**src/rtl/anu_pkg.sv**
```systemverilog
// Shared definitions for the anu load/store unit: size encodings, FSM states
// and the byte-enable generator.
package anu_pkg;

  localparam logic [1:0] SZ_NONE = 2'b00;
  localparam logic [1:0] SZ_B    = 2'b01;
  localparam logic [1:0] SZ_H    = 2'b10;
  localparam logic [1:0] SZ_W    = 2'b11;

  typedef enum logic [1:0] {
    LSU_IDLE = 2'b00,
    LSU_REQ  = 2'b01,
    LSU_RESP = 2'b10,
    LSU_DONE = 2'b11
  } lsu_state_t;

  // Byte enables across two adjacent words; the upper nibble is only non-zero
  // for accesses that straddle a word boundary.
  function automatic logic [7:0] size_strb(input logic [1:0] size, input logic [1:0] off);
    logic [7:0] base;
    case (size)
      SZ_B:    base = 8'h01;
      SZ_H:    base = 8'h03;
      SZ_W:    base = 8'h0F;
      default: base = 8'h00;
    endcase
    return base << off;
  endfunction

endpackage

```
**src/rtl/anu_lsu_align.sv**
```systemverilog
// Combinational lane steering for anu_lsu: store data/strobes per beat and
// load extraction with sign/zero extension.
module anu_lsu_align
  import anu_pkg::*;
(
  input  logic [1:0]  size,
  input  logic        sgn,
  input  logic [1:0]  off,
  input  logic        split,
  input  logic [31:0] wdata,
  input  logic [31:0] rdata_lo,
  input  logic [31:0] rdata_hi,
  output logic [3:0]  strb_lo,
  output logic [3:0]  strb_hi,
  output logic [31:0] wdata_lo,
  output logic [31:0] wdata_hi,
  output logic [31:0] rdata_ext
);

  logic [7:0]  strb8;
  logic [31:0] wrep;
  logic [31:0] rsh;

  always_comb begin
    strb8   = size_strb(size, off);
    strb_lo = strb8[3:0];
    strb_hi = strb8[7:4];

    case (size)
      SZ_B:    wrep = {4{wdata[7:0]}};
      SZ_H:    wrep = {2{wdata[15:0]}};
      default: wrep = wdata;
    endcase

    // A straddling store needs the data placed at its true byte offset.
    if (split) begin
      {wdata_hi, wdata_lo} = {32'h0, wdata} << {off, 3'b000};
    end else begin
      wdata_lo = wrep;
      wdata_hi = 32'h0;
    end

    rsh = 32'({rdata_hi, rdata_lo} >> {off, 3'b000});
    case (size)
      SZ_B:    rdata_ext = {{24{sgn & rsh[7]}}, rsh[7:0]};
      SZ_H:    rdata_ext = {{16{sgn & rsh[15]}}, rsh[15:0]};
      default: rdata_ext = rsh;
    endcase
  end

endmodule

```
**src/rtl/anu_lsu.sv**
```systemverilog
// Multi-cycle load/store unit between the anu core and a handshaked memory bus.
// Define ANU_LSU_MISALIGN_SPLIT_EN to split misaligned accesses into two beats.
//
// state | meaning
// IDLE  | waiting for a core request
// REQ   | mem_req high, holding the beat until mem_gnt
// RESP  | waiting for mem_rvalid of the granted beat
// DONE  | one-cycle rsp_valid, request not re-accepted
module anu_lsu
  import anu_pkg::*;
#(
  parameter int ADDR_W  = 32,
  parameter int TIMEOUT = 255,
  parameter int TO_W    = 8
) (
  input  logic              clk,
  input  logic              rst_n,
  input  logic              req_valid,
  input  logic              req_we,
  input  logic [1:0]        req_size,
  input  logic              req_signed,
  input  logic [ADDR_W-1:0] req_addr,
  input  logic [31:0]       req_wdata,
  output logic              stall,
  output logic              rsp_valid,
  output logic [31:0]       rsp_rdata,
  output logic              rsp_err,
  output logic              mem_req,
  output logic              mem_we,
  output logic [ADDR_W-1:0] mem_addr,
  output logic [3:0]        mem_wstrb,
  output logic [31:0]       mem_wdata,
  input  logic              mem_gnt,
  input  logic              mem_rvalid,
  input  logic [31:0]       mem_rdata
);

`ifdef ANU_LSU_MISALIGN_SPLIT_EN
  localparam bit SPLIT_EN = 1'b1;
`else
  localparam bit SPLIT_EN = 1'b0;
`endif

  localparam bit TO_EN = (TIMEOUT != 0);
  localparam logic [TO_W-1:0] TO_LAST = TO_W'((TIMEOUT != 0) ? TIMEOUT - 1 : 0);

  lsu_state_t state_q, state_d;

  logic [ADDR_W-1:0] addr_q;
  logic [1:0]        off_q, size_q;
  logic              we_q, sgn_q, split_q, beat_q, err_q;
  logic [31:0]       wdata_q, rlo_q, rhi_q;
  logic [TO_W-1:0]   to_cnt_q;

  logic        req_go, req_mis, to_hit;
  logic [3:0]  strb_lo, strb_hi;
  logic [31:0] wdata_lo, wdata_hi, rdata_ext;

  assign req_go  = req_valid && (req_size != SZ_NONE);
  assign req_mis = ((req_size == SZ_H) && req_addr[0]) ||
                   ((req_size == SZ_W) && (req_addr[1:0] != 2'b00));
  assign to_hit  = TO_EN && (to_cnt_q == TO_LAST);

  anu_lsu_align u_align (
    .size      (size_q),
    .sgn       (sgn_q),
    .off       (off_q),
    .split     (split_q),
    .wdata     (wdata_q),
    .rdata_lo  (rlo_q),
    .rdata_hi  (rhi_q),
    .strb_lo   (strb_lo),
    .strb_hi   (strb_hi),
    .wdata_lo  (wdata_lo),
    .wdata_hi  (wdata_hi),
    .rdata_ext (rdata_ext)
  );

  always_ff @(posedge clk or negedge rst_n) begin
    if (!rst_n) state_q <= LSU_IDLE;
    else        state_q <= state_d;
  end

  always_comb begin
    state_d = state_q;
    unique case (state_q)
      LSU_IDLE: if (req_go) state_d = (req_mis && !SPLIT_EN) ? LSU_DONE : LSU_REQ;
      LSU_REQ:  if (mem_gnt) state_d = LSU_RESP;
                else if (to_hit) state_d = LSU_DONE;
      LSU_RESP: if (mem_rvalid) state_d = (split_q && !beat_q) ? LSU_REQ : LSU_DONE;
                else if (to_hit) state_d = LSU_DONE;
      LSU_DONE: state_d = LSU_IDLE;
      default:  state_d = LSU_IDLE;
    endcase
  end

  always_ff @(posedge clk or negedge rst_n) begin
    if (!rst_n) begin
      addr_q   <= '0;
      off_q    <= 2'b00;
      size_q   <= SZ_NONE;
      we_q     <= 1'b0;
      sgn_q    <= 1'b0;
      split_q  <= 1'b0;
      beat_q   <= 1'b0;
      err_q    <= 1'b0;
      wdata_q  <= 32'h0;
      rlo_q    <= 32'h0;
      rhi_q    <= 32'h0;
      to_cnt_q <= '0;
    end else begin
      case (state_q)
        LSU_IDLE: if (req_go) begin
          addr_q   <= {req_addr[ADDR_W-1:2], 2'b00};
          off_q    <= req_addr[1:0];
          size_q   <= req_size;
          we_q     <= req_we;
          sgn_q    <= req_signed;
          wdata_q  <= req_wdata;
          split_q  <= req_mis && SPLIT_EN;
          err_q    <= req_mis && !SPLIT_EN;
          beat_q   <= 1'b0;
          rlo_q    <= 32'h0;
          rhi_q    <= 32'h0;
          to_cnt_q <= '0;
        end
        LSU_REQ: begin
          if (mem_gnt) to_cnt_q <= '0;
          else if (to_hit) begin
            err_q    <= 1'b1;
            to_cnt_q <= '0;
          end else to_cnt_q <= to_cnt_q + TO_W'(1);
        end
        LSU_RESP: begin
          if (mem_rvalid) begin
            to_cnt_q <= '0;
            if (beat_q) rhi_q <= mem_rdata;
            else        rlo_q <= mem_rdata;
            if (split_q && !beat_q) begin
              beat_q <= 1'b1;
              addr_q <= addr_q + ADDR_W'(4);
            end
          end else if (to_hit) begin
            err_q    <= 1'b1;
            to_cnt_q <= '0;
          end else to_cnt_q <= to_cnt_q + TO_W'(1);
        end
        default: to_cnt_q <= '0;
      endcase
    end
  end

  // stall is gated by rst_n so every output reads 0 while reset is held.
  always_comb begin
    stall     = rst_n && (((state_q == LSU_IDLE) && req_go) ||
                          (state_q == LSU_REQ) || (state_q == LSU_RESP));
    mem_req   = (state_q == LSU_REQ);
    mem_we    = mem_req && we_q;
    mem_addr  = mem_req ? addr_q : '0;
    mem_wstrb = mem_req ? (beat_q ? strb_hi : strb_lo) : 4'h0;
    mem_wdata = mem_we ? (beat_q ? wdata_hi : wdata_lo) : 32'h0;
    rsp_valid = (state_q == LSU_DONE);
    rsp_err   = rsp_valid && err_q;
    rsp_rdata = (rsp_valid && !err_q && !we_q) ? rdata_ext : 32'h0;
  end

endmodule

```
**config.mk**
```make
export PLATFORM = sky130hd
export DESIGN_NAME = anu_lsu
export DESIGN_NICKNAME = d
export VERILOG_FILES = /design/src/rtl/anu_pkg.sv /design/src/rtl/anu_lsu_align.sv /design/src/rtl/anu_lsu.sv
export SDC_FILE = /design/constraint.sdc
export NUM_CORES = 1
export LEC_CHECK = 0
export CAP_MARGIN = 5
export CELL_PAD_IN_SITES_DETAIL_PLACEMENT = 1
export CELL_PAD_IN_SITES_GLOBAL_PLACEMENT = 1
export CORE_ASPECT_RATIO = 1.25
export CORE_UTILIZATION = 38
export DETAILED_ROUTE_END_ITERATION = 8
export PLACE_DENSITY = 0.75
export SLEW_MARGIN = 25
export SYNTH_ARGS = -nofsm -noshare
export SYNTH_HDL_FRONTEND = slang
export SYNTH_HIERARCHICAL = 1
export SYNTH_SLANG_ARGS = --single-unit
```
**constraint.sdc**
```tcl
create_clock -name clk -period 5.1 [get_ports clk]
set_input_delay 1.02 -clock clk [delete_from_list [all_inputs] [get_ports clk]]
set_output_delay 1.02 -clock clk [all_outputs]
set_load 0.02 [all_outputs]
```
==> results.py, run 1 <==
metrics = {
    "layout": {
        "fin_cells": 1245,
        "area_growth_pct": 32.9,
        "n_antenna_cell": 0,
        "drive_gt1_share_pct": 18.5,
        "final_area_sq_mm": 0.0111,
        "layout.nets": 1070,
        "fin_util_pct": 51.4,
        "fill_cells": 2321,
    },
    "status": {
        "status": "finished clean",
    },
    "placed_design": {
        "hpwlAfterDp_microns": 17800,
        "post-place-ws_ns": 1.01,
        "gp_congestion": 0.838,
        "dp.cells": 1213,
        "io_buffers": 207,
        "place_area_sq_mm": 0.0105,
    },
    "sta": {
        "max_freq_ghz": 0.219,
        "whs_ns": 0.478,
        "setup_viol": 0,
        "maxSlewHeadroom_pct": 39.6,
        "rsz0062_at_grt": "no",
        "fin_crit_ns": 4.56,
        "slew_violations": 0,
        "worst_slew_pin_slew_ns": 0.907,
        "hold_viol_final": 0,
        "fin_skew_ns": 0.0103,
        "fin_crit_sh_pct": 89.5,
        "fin_ws_ns": 0.537,
        "tns_ns": 0,
    },
    "setup_path": {
        "critical-path-max-stage-delay_ns": 0.68,
        "critPathMaxFanout": 21,
        "rrSetupSlack_ns": 2.48,
        "worstRegToRegCells": 7,
        "critPathRequiredTime_ns": 4.08,
        "cp-end-kind": "output port",
        "crit_path_top_delay_cell": "ha_1",
        "cp_data_arrival_time_ns": 3.54,
        "start_kind": "flop",
        "cpMostUsedCell": "and2_1",
        "crit_chain": "inv_1 -> ha_1 -> and2_1 -> nand3_1 -> nand2_1 -> and2_1 -> clkdlybuf4s50_1",
        "crit_type": "reg -> out",
    },
    "power": {
        "irDropWorstVdd_uv": 316,
        "p_per_area_mw_per_mm2": 622,
        "total_power_mw": 6.89,
        "leakage_nw": 4.76,
    },
    "routing": {
        "vias": 6907,
        "drt_pass1_iterations": 5,
        "avgViaCountPerCell": 5.55,
        "ant_nets": 0,
        "first_iter_violations": 397,
        "postRouteWirelength_microns": 25500,
        "avgRoutedWirePerCell_microns": 20.5,
        "drc": 0,
    },
    "die": {
        "fp.coreArea_sq_mm": 0.0215,
        "placementRows": 60,
        "io_pins": 210,
        "initial_core_util_pct": 38.7,
        "dieArea_sq_mm": 0.0225,
        "fp.dieW_microns": 134,
        "dieHeight_microns": 168,
    },
    "logic_synthesis": {
        "synthCells": 788,
        "syn_avg_cell_area_sq_um": 10.6,
        "yosysWarnings": 6,
        "syn_area_sq_mm": 0.00834,
    },
    "clocking": {
        "cts_resized": 0,
        "ctsRootBufferMaster": "clkbuf_16",
        "clk_pin_slew_ns": 0.06,
        "ctsHoldBuffers": 0,
        "cts_buffers": 17,
        "cts_max_level": 4,
        "cts.path.max_buffers": 2,
        "insertion_delay_ns": 0.43,
        "cts.sinks": 135,
        "post_cts_buffers": 0,
        "cts_tree": "yes",
    },
    "global_routing": {
        "grt_pass1_vias": 7334,
        "grt_antenna_before_repair": 2,
        "grt_start_max_net_pins": 79,
        "grt_pass1_wl_microns": 40600,
        "gr-total-overflow": 0,
        "track_usage_pct": 23.3,
    },
    "run": {
        "maxCapViolCount": 0,
    },
    "worst_hold_path": {
        "hold_path_class": "reg -> reg",
        "hold-path-cell-count": 2,
    },
}
sequential cells by signal, summed over array words and instances, names as in the netlist:
| name | count |
|---|---|
| addr_q | 30 |
| err_q | 1 |
| off_q | 2 |
| rhi_q | 24 |
| rlo_q | 32 |
| sgn_q | 1 |
| size_q | 2 |
| state_q | 2 |
| to_cnt_q | 8 |
| wdata_q | 32 |
| we_q | 1 |
layout by cell type (no fill, tap or decap), drive strengths merged, types with 8 or more instances in the layout:
master         instances
a211oi                 8
a21oi                 17
a221oi                 8
a22o                  37
a22oi                 16
a2bb2oi                8
a31o                   8
and2                  78
and3                  35
buf                   13
clkbuf                17
clkdlybuf4s50        206
dfrtp                135
ha                    12
inv                   14
mux2                  78
mux2i                 16
mux4                  32
nand2                112
nor2                  16
nor3                   9
o21ai                 32
o22ai                  8
or2                    8
per-layer routing:
metal / part of all wire [%] / routed length (microns) / GRT usage, %
met5: 0.055 / 14 / 0
met1: 42 / 10700 / 29.2
met4: 1.7 / 432 / 7.03
met2: 49 / 12500 / 38.6
met3: 7.3 / 1850 / 6.96
path summary, 6_finish.rpt:
path / startpoint / to
max: size_q[1] / rsp_rdata[8]
min: rhi_q[17] / rhi_q[17]
max reg2reg: state_q[1] / to_cnt_q[0]
min reg2reg: rhi_q[17] / rhi_q[17]
max in group asynchronous: rst_n / off_q[0]
min in group asynchronous: rst_n / wdata_q[18]
worst max-delay path, delay by kind of cell (launching register included):
family / cells / cell delay [ns]
flip-flops: 1 / 0.42
buffers and inverters: 2 / 0.73
AND/OR/NAND/NOR: 4 / 1.28
adder cells (fa/ha/maj): 1 / 0.68
area by class of cell:
type	instances	area (sq um)	share of cell area (%)
multi-input cells	572	4560	41.1
flip-flops and latches	135	3380	30.6
repair buffers	219	2160	19.5
clock buffers	17	425	3.84
well taps	279	349	3.15
clock inverters	15	166	1.50
inverters	8	30.0	0.271
power breakdown:
part	switching, mW	total, mW	internal, mW
combinational	1.80	3.55	1.75
sequential	0.570	2.08	1.52
clock	0.532	1.26	0.731
No activity file was read; power rests on OpenSTA's default activity.
==> inputs of run 2 (changes only) <==
--- a/config.mk
+++ b/config.mk
@@ -11,8 +11,7 @@
 export CORE_ASPECT_RATIO = 1.25
 export CORE_UTILIZATION = 38
 export DETAILED_ROUTE_END_ITERATION = 8
-export PLACE_DENSITY = 0.75
-export SLEW_MARGIN = 25
+export PLACE_DENSITY = 0.83
 export SYNTH_ARGS = -nofsm -noshare
 export SYNTH_HDL_FRONTEND = slang
 export SYNTH_HIERARCHICAL = 1
==> results.py, run 2 (synthesis results as in run 1) <==
metrics = {
    "sta": {
        "fin_crit_sh_pct": 85.7,
        "hold_viol_final": 0,
        "maxSlewHeadroom_pct": 38.1,
        "setup_viol": 0,
        "rsz0062_at_grt": "no",
        "worst_slew_pin_slew_ns": 0.929,
        "whs_ns": 0.486,
        "max_freq_ghz": 0.229,
        "fin_skew_ns": 0.0138,
        "fin_crit_ns": 4.37,
        "slew_violations": 0,
        "tns_ns": 0,
    },
    "setup_path": {
        "critPathLaunch": "size_q[1]",
        "r2r_start": "state_q[1]",
        "cp-end-kind": "output port",
        "critPathRequiredTime_ns": 4.08,
        "rrSetupSlack_ns": 2.58,
        "critPathMaxFanout": 12,
        "cpMostUsedCell": "and2_1",
        "critical-path-max-stage-delay_ns": 0.64,
        "r2r_end": "to_cnt_q[0]",
        "start_kind": "flop",
        "crit_chain": "inv_1 -> ha_1 -> and2_1 -> nand3_1 -> nand2_1 -> and2_1 -> clkdlybuf4s50_1",
        "crit_path_end": "rsp_rdata[8]",
        "worstRegToRegCells": 7,
        "cp_data_arrival_time_ns": 3.35,
        "crit_path_top_delay_cell": "clkdlybuf4s50_1",
        "crit_type": "reg -> out",
    },
    "global_routing": {
        "use_met3_pct": 6.39,
        "grt_pass1_wl_microns": 40600,
        "track_usage_pct": 23.3,
        "grt_start_max_net_pins": 74,
        "grt_busiest_layer": "met2",
        "grt_use_met1_pct": 28.3,
        "met2_usage_pct": 38.6,
        "gr-total-overflow": 0,
        "grt_antenna_before_repair": 4,
        "grt_pass1_vias": 7342,
    },
    "clocking": {
        "cts.path.max_buffers": 2,
        "clk_pin_slew_ns": 0.06,
        "cts_resized": 0,
        "ctsRootBufferMaster": "clkbuf_16",
        "post_cts_buffers": 0,
        "ctsHoldBuffers": 0,
        "cts.sinks": 135,
        "cts_max_level": 4,
        "cts_buffers": 17,
        "insertion_delay_ns": 0.43,
        "cts_tree": "yes",
    },
    "layout": {
        "mostFrequentLayoutCell": "clkdlybuf4s50_1",
        "layout.nets": 1071,
        "drive_gt1_share_pct": 18.3,
        "fill_cells": 2314,
        "fin_util_pct": 51.8,
        "area_growth_pct": 33.8,
        "most-common-layout-cells": "206 x clkdlybuf4s50_1, 133 x dfrtp_1, 111 x nand2_1",
        "final_area_sq_mm": 0.0112,
        "reg_top3": "rlo_q x32, wdata_q x32, addr_q x30",
    },
    "placed_design": {
        "place_area_sq_mm": 0.0105,
        "io_buffers": 207,
        "hpwlAfterDp_microns": 17500,
        "gp_congestion": 0.833,
    },
    "die": {
        "dieArea_sq_mm": 0.0225,
        "io_pins": 210,
        "dieHeight_microns": 168,
        "initial_core_util_pct": 38.7,
        "fp.dieW_microns": 134,
        "fp.coreArea_sq_mm": 0.0215,
        "placementRows": 60,
    },
    "routing": {
        "avgRoutedWirePerCell_microns": 20.3,
        "avgViaCountPerCell": 5.60,
        "drt_pass1_iterations": 6,
        "vias": 6991,
        "postRouteWirelength_microns": 25300,
        "drc": 0,
        "ant_nets": 0,
        "first_iter_violations": 484,
    },
    "power": {
        "total_power_mw": 7.03,
        "leakage_nw": 4.80,
        "irDropWorstVdd_uv": 272,
        "p_per_area_mw_per_mm2": 630,
    },
    "worst_hold_path": {
        "hold_path_class": "reg -> reg",
    },
    "status": {
        "status": "finished clean",
    },
    "run": {
        "maxCapViolCount": 0,
    },
}
run 2: changes by cell type in the layout (fill, tap and decap cells not counted), sizes merged:
| cell | delta |
|---|---|
| buf | +1 |
| bufinv | +3 |
| clkbuf | +3 |
| clkinv | +2 |
| clkinvlp | -2 |
| diode | +2 |
| inv | -6 |
run 2: power by group:
part	total (mW)	internal (mW)	switching (mW)
clock	1.37	0.880	0.490
sequential	2.05	1.52	0.529
combinational	3.61	1.76	1.85
run 2: routing by layer:
metal  vias up  part of all wire (%)
met5         -                  0.11
met4         4                   3.1
met3        49                   6.1
met2       231                    49
met1      3531                    41
li1       3176                     -
run 2: worst min-delay path by stage:
stage                from          to  slack [ns]  depth (start not counted)
2_1_floorplan   rhi_q[21]   rhi_q[21]        0.44                          2
3_3_place_gp   addr_q[26]  addr_q[26]        0.47                          1
3_5_place_dp   addr_q[25]  addr_q[25]        0.48                          1
4_1_cts        addr_q[25]  addr_q[25]        0.49                          1
5_1_grt        addr_q[25]  addr_q[25]        0.50                          1
6_report       addr_q[25]  addr_q[25]        0.49                          1
run 2: metrics by stage:
stage               setup slack [ns]  cells
detailed placement              1.20   1214
global route                   0.475   1247
finish                         0.731   1248
floorplan                       2.05    790
CTS                            0.728   1246
global placement                1.28   1214
run 2: cell type report:
class	instances	area [sq um]	share of cell area (%)
diodes	2	5.00	0.0449
clock buffers	20	447	4.00
clock inverters	12	200	1.79
inverters	8	30.0	0.269
multi-input cells	572	4560	40.9
flip-flops and latches	135	3380	30.3
well taps	279	349	3.13
repair buffers	220	2180	19.6
run 2: critical path: cells and delay by family (launching register included):
kind,cells,cell delay [ns]
fa+ha+maj,1,0.49
flops,1,0.41
simple gates,4,1.29
buf+inv,2,0.74
